[src/rtl/alu_pkg.sv]
// Shared encodings for the ALU control unit and its MDU sequencer.
package alu_pkg;

  localparam logic [2:0] ALU_AND = 3'b000;
  localparam logic [2:0] ALU_OR  = 3'b001;
  localparam logic [2:0] ALU_ADD = 3'b010;
  localparam logic [2:0] ALU_SLL = 3'b011;
  localparam logic [2:0] ALU_NOR = 3'b100;
  localparam logic [2:0] ALU_SUB = 3'b110;
  localparam logic [2:0] ALU_SLT = 3'b111;

  localparam logic [1:0] AOP_ADD   = 2'b00;
  localparam logic [1:0] AOP_SUB   = 2'b01;
  localparam logic [1:0] AOP_RTYPE = 2'b10;
  localparam logic [1:0] AOP_NOR   = 2'b11;

  localparam logic [5:0] F_ADD   = 6'b100000;
  localparam logic [5:0] F_SUB   = 6'b100010;
  localparam logic [5:0] F_AND   = 6'b100100;
  localparam logic [5:0] F_OR    = 6'b100101;
  localparam logic [5:0] F_SLT   = 6'b101010;
  localparam logic [5:0] F_SLL   = 6'b000000;
  localparam logic [5:0] F_BALRZ = 6'b010110;
  localparam logic [5:0] F_MFHI  = 6'b010000;
  localparam logic [5:0] F_MFLO  = 6'b010010;
  localparam logic [3:0] F_MDU_HI = 4'b0110;  // 0110xx: mult, multu, div, divu

  localparam logic [1:0] MDU_MULT  = 2'b00;
  localparam logic [1:0] MDU_MULTU = 2'b01;
  localparam logic [1:0] MDU_DIV   = 2'b10;
  localparam logic [1:0] MDU_DIVU  = 2'b11;

  localparam logic [1:0] HS_NONE = 2'b00;
  localparam logic [1:0] HS_HI   = 2'b01;
  localparam logic [1:0] HS_LO   = 2'b10;

  typedef enum logic [1:0] {S_IDLE, S_BUSY, S_DONE} mdu_state_t;

endpackage

[src/rtl/alu_funct_dec.sv]
// Pure combinational decode of aluop/funct into ALU control and MDU/HI-LO flags.
module alu_funct_dec
  import alu_pkg::*;
#(
  parameter int FUNCT_W = 6
) (
  input  logic [1:0]         aluop,
  input  logic [FUNCT_W-1:0] funct,
  output logic [2:0]         gout,
  output logic               balrz,
  output logic               illegal,
  output logic [1:0]         hilo_sel,
  output logic               is_mdu
);

  logic [5:0] f6;
  logic       upper_zero;

  assign f6         = funct[5:0];
  assign upper_zero = ((funct >> 6) == '0);  // wider funct fields must match exactly

  always_comb begin
    gout     = ALU_ADD;
    balrz    = 1'b0;
    illegal  = 1'b0;
    hilo_sel = HS_NONE;
    is_mdu   = 1'b0;
    case (aluop)
      AOP_ADD: gout = ALU_ADD;
      AOP_SUB: gout = ALU_SUB;
      AOP_NOR: gout = ALU_NOR;
      default: begin
        if (!upper_zero) begin
          illegal = 1'b1;
        end else if (f6[5:2] == F_MDU_HI) begin
          is_mdu = 1'b1;
        end else begin
          case (f6)
            F_ADD:   gout = ALU_ADD;
            F_SUB:   gout = ALU_SUB;
            F_AND:   gout = ALU_AND;
            F_OR:    gout = ALU_OR;
            F_SLT:   gout = ALU_SLT;
            F_SLL:   gout = ALU_SLL;
            F_BALRZ: begin gout = ALU_SUB; balrz = 1'b1; end
            F_MFHI:  hilo_sel = HS_HI;
            F_MFLO:  hilo_sel = HS_LO;
            default: illegal = 1'b1;
          endcase
        end
      end
    endcase
  end

endmodule

[src/rtl/alu_ctrl_mdu.sv]
// ALU control decode plus sequencer for iterative mult/div with HI/LO write and stall.
module alu_ctrl_mdu
  import alu_pkg::*;
#(
  parameter int FUNCT_W    = 6,
  parameter int MUL_CYCLES = 4,
  parameter int DIV_CYCLES = 32
) (
  input  logic               clk,
  input  logic               rst_n,
  input  logic [1:0]         aluop,
  input  logic [FUNCT_W-1:0] funct,
  input  logic               valid,
  input  logic               flush,
  output logic [2:0]         gout,
  output logic               balrz,
  output logic               illegal,
  output logic               stall,
  output logic               mdu_start,
  output logic [1:0]         mdu_op,
  output logic               hilo_we,
  output logic [1:0]         hilo_sel
);

  localparam int MAX_CYCLES = (MUL_CYCLES > DIV_CYCLES) ? MUL_CYCLES : DIV_CYCLES;
  localparam int CNT_W      = $clog2(MAX_CYCLES) + 1;
  localparam logic [CNT_W-1:0] MUL_LOAD = CNT_W'(MUL_CYCLES - 1);
  localparam logic [CNT_W-1:0] DIV_LOAD = CNT_W'(DIV_CYCLES - 1);

  mdu_state_t       state;
  logic [CNT_W-1:0] cnt;
  logic [1:0]       hilo_raw;
  logic             is_mdu;
  logic             accept;

  alu_funct_dec #(.FUNCT_W(FUNCT_W)) u_dec (
    .aluop    (aluop),
    .funct    (funct),
    .gout     (gout),
    .balrz    (balrz),
    .illegal  (illegal),
    .hilo_sel (hilo_raw),
    .is_mdu   (is_mdu)
  );

  assign hilo_sel = valid ? hilo_raw : HS_NONE;
  // HI/LO reads wait through DONE so they see the freshly written result
  assign stall    = valid & (is_mdu | (hilo_raw != HS_NONE)) & (state != S_IDLE);
  assign accept   = valid & is_mdu & ~stall;
  assign hilo_we  = (state == S_DONE) & ~flush;

  always_ff @(posedge clk or negedge rst_n) begin
    if (!rst_n) begin
      state     <= S_IDLE;
      cnt       <= '0;
      mdu_start <= 1'b0;
      mdu_op    <= MDU_MULT;
    end else if (flush) begin
      state     <= S_IDLE;
      cnt       <= '0;
      mdu_start <= 1'b0;
    end else begin
      case (state)
        S_IDLE: begin
          mdu_start <= 1'b0;
          if (accept) begin
            state     <= S_BUSY;
            mdu_op    <= funct[1:0];
            cnt       <= funct[1] ? DIV_LOAD : MUL_LOAD;
            mdu_start <= 1'b1;
          end
        end
        S_BUSY: begin
          mdu_start <= 1'b0;
          if (cnt == '0) state <= S_DONE;
          else           cnt   <= cnt - CNT_W'(1);
        end
        S_DONE: begin
          mdu_start <= 1'b0;
          state     <= S_IDLE;
        end
        default: begin
          mdu_start <= 1'b0;
          state     <= S_IDLE;
        end
      endcase
    end
  end

endmodule
[config.mk]
export PLATFORM = sky130hd
export DESIGN_NAME = alu_ctrl_mdu
export DESIGN_NICKNAME = d
export VERILOG_FILES = /design/src/rtl/alu_pkg.sv /design/src/rtl/alu_funct_dec.sv /design/src/rtl/alu_ctrl_mdu.sv
export SDC_FILE = /design/constraint.sdc
export NUM_CORES = 1
export LEC_CHECK = 0
export BUFFER_PORTS_ARGS = -buffer_cell sky130_fd_sc_hd__clkbuf_2
export CORE_MARGIN = 4
export CORE_UTILIZATION = 54
export CTS_CLUSTER_SIZE = 20
export DETAILED_ROUTE_END_ITERATION = 8
export PLACE_DENSITY = 0.84
export SLEW_MARGIN = 40
export SYNTH_ARGS = -nofsm -noshare
export SYNTH_HDL_FRONTEND = slang
export SYNTH_HIERARCHICAL = 1
export SYNTH_SLANG_ARGS = --single-unit
[constraint.sdc]
create_clock -name clk -period 2.9 [get_ports clk]
set_clock_uncertainty 0.05 [all_clocks]
set_input_delay 0 -clock clk [delete_from_list [all_inputs] [get_ports clk]]
set_output_delay 0 -clock clk [all_outputs]
set_load 0.01 [all_outputs]
==> impl_results.html <==
<table>
<tr><th>Metric</th><th>Value</th></tr>
<tr><th colspan="2">STA</th></tr>
<tr><td>Number of max-slew violations in the final report</td><td>0</td></tr>
<tr><td>Unrepaired setup endpoints after global routing</td><td>false</td></tr>
<tr><td>Final period util</td><td>0.574</td></tr>
<tr><td>Maximum achievable frequency</td><td>0.601 GHz</td></tr>
<tr><td>Final-layout worst hold slack</td><td>0.0306 ns</td></tr>
<tr><td>Fin crit period</td><td>1.66 ns</td></tr>
<tr><td>Total negative setup slack</td><td>0 ns</td></tr>
<tr><td>Tightest Pin Transition</td><td>0.522 ns</td></tr>
<tr><td>Normalized max-slew margin</td><td>0.649</td></tr>
<tr><td>Final setup violation count</td><td>0</td></tr>
<tr><td>Hold violation total from the final report</td><td>0</td></tr>
<tr><th colspan="2">Clocking</th></tr>
<tr><td>Clock tree root buffer cell</td><td>sky130_fd_sc_hd__clkbuf_4</td></tr>
<tr><td>Number of H-tree levels</td><td>1</td></tr>
<tr><td>CTS-repair resized insts</td><td>0</td></tr>
<tr><td>Total clock sinks</td><td>11</td></tr>
<tr><td>Clock slew seen by the registers of the worst setup and hold paths</td><td>0.07 ns</td></tr>
<tr><td>Latest clock arrival within the worst-skew pair</td><td>0.27 ns</td></tr>
<tr><td>Number of buffers inserted by hold repair at cts</td><td>3</td></tr>
<tr><td>Number of clock buffers inserted by TritonCTS</td><td>3</td></tr>
<tr><td>TritonCTS clock tree</td><td>yes</td></tr>
<tr><td>Number of buffers added for setup after CTS</td><td>0</td></tr>
<tr><td>Max Root-Sink Buffers</td><td>2</td></tr>
<tr><th colspan="2">Drt</th></tr>
<tr><td>Detailed-route vias per instance</td><td>5.72</td></tr>
<tr><td>Routed wire length per instance</td><td>13.0 um</td></tr>
<tr><td>Number of antenna-violating nets in the routed design</td><td>0</td></tr>
<tr><td>Total via count in the routed design</td><td>801</td></tr>
<tr><td>Total wire length</td><td>1830 um</td></tr>
<tr><td>Number of design rule violations left after detail routing</td><td>0</td></tr>
<tr><td>DRC marker count from the first detailed-route iteration</td><td>16</td></tr>
<tr><td>Count of TritonRoute iterations in the first routing pass</td><td>4</td></tr>
<tr><th colspan="2">Worst setup path</th></tr>
<tr><td>Slack of the worst reg-to-reg path</td><td>1.24 ns</td></tr>
<tr><td>Type of destination of the critical path</td><td>flip-flop</td></tr>
<tr><td>Arrival time at the worst endpoint</td><td>1.80 ns</td></tr>
<tr><td>Crit path largest cell delay</td><td>0.43 ns</td></tr>
<tr><td>Number of logic stages on the critical path including buffering</td><td>6</td></tr>
<tr><td>Number of cells on the worst reg-to-reg path</td><td>6</td></tr>
<tr><td>Cell-by-cell trace of the critical path</td><td>inv_1 -&gt; ha_1 -&gt; nor2b_1 -&gt; nand4_2 -&gt; and2_1 -&gt; a21oi_1</td></tr>
<tr><td>Type of origin of the critical path</td><td>flip-flop</td></tr>
<tr><td>Required arrival time at the worst endpoint</td><td>3.04 ns</td></tr>
<tr><td>Crit Reg-Reg Endpoint</td><td>cnt[2]</td></tr>
<tr><td>Critical path endpoint</td><td>cnt[2]</td></tr>
<tr><td>Startpoint of the worst register-to-register path</td><td>cnt[0]</td></tr>
<tr><td>Dominant delay contributor by cell family on the critical path</td><td>simple AND/OR/NAND/NOR gates</td></tr>
<tr><td>Count of buffering cells on the critical path with inverters included</td><td>1</td></tr>
<tr><td>Critical path launch point</td><td>cnt[0]</td></tr>
<tr><td>Category of the most critical setup path</td><td>flip-flop to flip-flop</td></tr>
<tr><td>Cell type of the slowest stage on the worst timing path</td><td>sky130_fd_sc_hd__dfrtp_1</td></tr>
<tr><td>Maximum fanout encountered on the critical timing path</td><td>5</td></tr>
<tr><th colspan="2">Finish</th></tr>
<tr><td>Storage cell area</td><td>275 um^2</td></tr>
<tr><td>Commonest non-fill, non-tap cell in the layout</td><td>sky130_fd_sc_hd__clkbuf_2</td></tr>
<tr><td>Final Util</td><td>0.677</td></tr>
<tr><td>Count of filler cells inserted in the layout</td><td>128</td></tr>
<tr><td>Final std cell area, no fill</td><td>1010 um^2</td></tr>
<tr><td>N_diodes</td><td>0</td></tr>
<tr><td>Area growth syn-to-layout</td><td>19.4%</td></tr>
<tr><td>Final #Nets</td><td>139</td></tr>
<tr><td>Multi-input gate area</td><td>515 um^2</td></tr>
<tr><td>Ratio of cells with drive above 1 in the final layout</td><td>0.298</td></tr>
<tr><td>Most frequent cells in the layout</td><td>sky130_fd_sc_hd__clkbuf_2 (23), sky130_fd_sc_hd__dfrtp_1 (11), sky130_fd_sc_hd__a21oi_1 (10)</td></tr>
<tr><th colspan="2">Synth</th></tr>
<tr><td>Number of nets in the synthesized netlist</td><td>111</td></tr>
<tr><td>Share of the yosys chip area belonging to registers</td><td>0.326</td></tr>
<tr><td>Warnings from Yosys</td><td>6</td></tr>
<tr><td>Number of cells produced by synthesis</td><td>97</td></tr>
<tr><td>Total of flip-flops plus latches after synthesis</td><td>11</td></tr>
<tr><td>Average instance area after synthesis</td><td>8.71 um^2</td></tr>
<tr><td>Synth unique cells</td><td>36</td></tr>
<tr><td>Post-Syn Area</td><td>845 um^2</td></tr>
<tr><th colspan="2">Global routing</th></tr>
<tr><td>Number of global-route vias before repair</td><td>656</td></tr>
<tr><td>Busiest layer in global routing</td><td>met2</td></tr>
<tr><td>Overflow left after global routing</td><td>0</td></tr>
<tr><td>GR Util met1</td><td>0.241</td></tr>
<tr><td>Global-route track usage on met3</td><td>0.0338</td></tr>
<tr><td>Routing usage on met2</td><td>0.262</td></tr>
<tr><td>Initial antenna violation count</td><td>0</td></tr>
<tr><td>Wire length of the first global-routing pass</td><td>2780 um</td></tr>
<tr><td>Maximum number of pins on one net before global-route repair</td><td>14</td></tr>
<tr><td>Tot GR Track Use</td><td>0.172</td></tr>
<tr><th colspan="2">Hold path</th></tr>
<tr><td>Worst hold-check path type</td><td>input pin to flip-flop</td></tr>
<tr><th colspan="2">Place</th></tr>
<tr><td>Placer congestion estimate</td><td>0.869</td></tr>
<tr><td>Area after detailed placement</td><td>952 um^2</td></tr>
<tr><td>HPWL after detailed placement</td><td>1390 um</td></tr>
<tr><td>Number of input and output port buffers inserted</td><td>23</td></tr>
<tr><th colspan="2">Pwr</th></tr>
<tr><td>Fraction of power consumed by sequential logic</td><td>0.484</td></tr>
<tr><td>Worst IR Drop VDD</td><td>251 uV</td></tr>
<tr><td>Relative contribution of combinational cells to total power</td><td>0.220</td></tr>
<tr><td>Leakage</td><td>0.456 nW</td></tr>
<tr><td>Internal portion of total power</td><td>0.247 mW</td></tr>
<tr><td>Switching part of the total power</td><td>0.297</td></tr>
<tr><td>Net load switching power</td><td>0.104 mW</td></tr>
<tr><td>Total power of the final layout</td><td>0.352 mW</td></tr>
<tr><td>Proportion of power drawn by the clock network</td><td>0.296</td></tr>
<tr><td>Power per cell area</td><td>349 nW/um^2</td></tr>
<tr><th colspan="2">Floorplanning</th></tr>
<tr><td>Die width</td><td>47.5 um</td></tr>
<tr><td>Starting utilization of the core area</td><td>0.567</td></tr>
<tr><td>Die footprint</td><td>2260 um^2</td></tr>
<tr><td>Number of I/O pins</td><td>24</td></tr>
<tr><td>Std cell rows</td><td>14</td></tr>
<tr><td>Placeable core area</td><td>1490 um^2</td></tr>
<tr><td>Die span in y</td><td>47.5 um</td></tr>
<tr><th colspan="2">Outcome</th></tr>
<tr><td>Status</td><td>completed</td></tr>
<tr><th colspan="2">Run</th></tr>
<tr><td># Max-Cap Violations</td><td>0</td></tr>
</table>
-- cell families (layout without fill, tap and decap cells) --
| group | after synthesis | after routing | share of synthesized area |
|---|---|---|---|
| AOI/OAI and AO/OA | 30 | 30 | 0.247 |
| adders and majority gates | 2 | 2 | 0.0296 |
| buffers and inverters | 10 | 37 | 0.0637 |
| DFF | 11 | 11 | 0.326 |
| muxes | 3 | 3 | 0.0400 |
| and+or+nand+nor | 41 | 41 | 0.293 |
-- registers in the layout, summed over array words and instances (netlist names) --
register   cells
cnt            6
mdu_op         2
mdu_start      1
state          2
-- worst min path at each step --
| stage | depth (start not counted) | to | slack [ns] | from |
|---|---|---|---|---|
| 6_report | 2 | mdu_op[0] | 0.03 | funct[0] |
| 5_1_grt | 2 | mdu_op[0] | 0.02 | funct[0] |
| 4_1_cts | 2 | mdu_op[0] | 0.03 | funct[0] |
| 3_5_place_dp | 1 | cnt[5] | -0.16 | rst_n |
| 2_1_floorplan | 0 | cnt[0] | -0.35 | rst_n |
| 3_3_place_gp | 1 | cnt[1] | -0.16 | rst_n |
-- through the flow --
stage	worst slack, ns	std cells
floorplan	1.25	97
global placement	1.06	133
detailed placement	1.01	133
CTS	1.28	140
global route	1.11	140
finish	1.24	140
-- final cells by class --
class / count / share of cell area
multi-input cells: 76 / 0.511
flip-flops and latches: 11 / 0.273
repair buffers: 26 / 0.144
clock buffers: 4 / 0.0261
inverters: 7 / 0.0261
well taps: 16 / 0.0199
-- worst register-to-register path, cell delays in order, from the launching register on --
cell and delay (ns):
sky130_fd_sc_hd__dfrtp_1 0.43, sky130_fd_sc_hd__inv_1 0.10, sky130_fd_sc_hd__ha_1 0.17, sky130_fd_sc_hd__nor2b_1 0.28, sky130_fd_sc_hd__nand4_2 0.20, sky130_fd_sc_hd__and2_1 0.23
sky130_fd_sc_hd__a21oi_1 0.13
-- power groups by stage --
stage                     Combinational [mW]  Sequential (mW)  Clock (mW)
after global routing                  0.0855            0.171       0.116
after global placement                0.0723            0.173           0
after floorplan                       0.0453            0.173           0
final                                 0.0772            0.170       0.104
after detailed placement              0.0726            0.173           0
after CTS                             0.0763            0.170       0.105
-- synthesized netlist by cell type (all sizes together) --
cell type,instances,share of area
a2111oi,2,0.028
a21bo,1,0.012
a21oi,10,0.059
a311oi,2,0.021
a31o,3,0.031
a31oi,4,0.030
a41o,2,0.025
and2,3,0.022
and3,1,0.0074
buf,3,0.033
dfrtp,11,0.33
ha,2,0.030
inv,7,0.031
mux2,3,0.040
nand2,6,0.027
nand2b,3,0.022
nand3,2,0.012
nand4,1,0.015
nor2,8,0.036
nor2b,3,0.031
nor3,6,0.036
nor3b,2,0.018
nor4,3,0.040
o21ai,5,0.034
o22ai,1,0.0074
or2b,1,0.0089
or3,1,0.0074
or4b,1,0.012
-- layer usage --
metal	vias up	part of all wire
met2	25	0.45
met5	-	0
met1	349	0.47
met3	6	0.072
met4	0	0.014
li1	421	-
(Power assumes the default switching activity.)
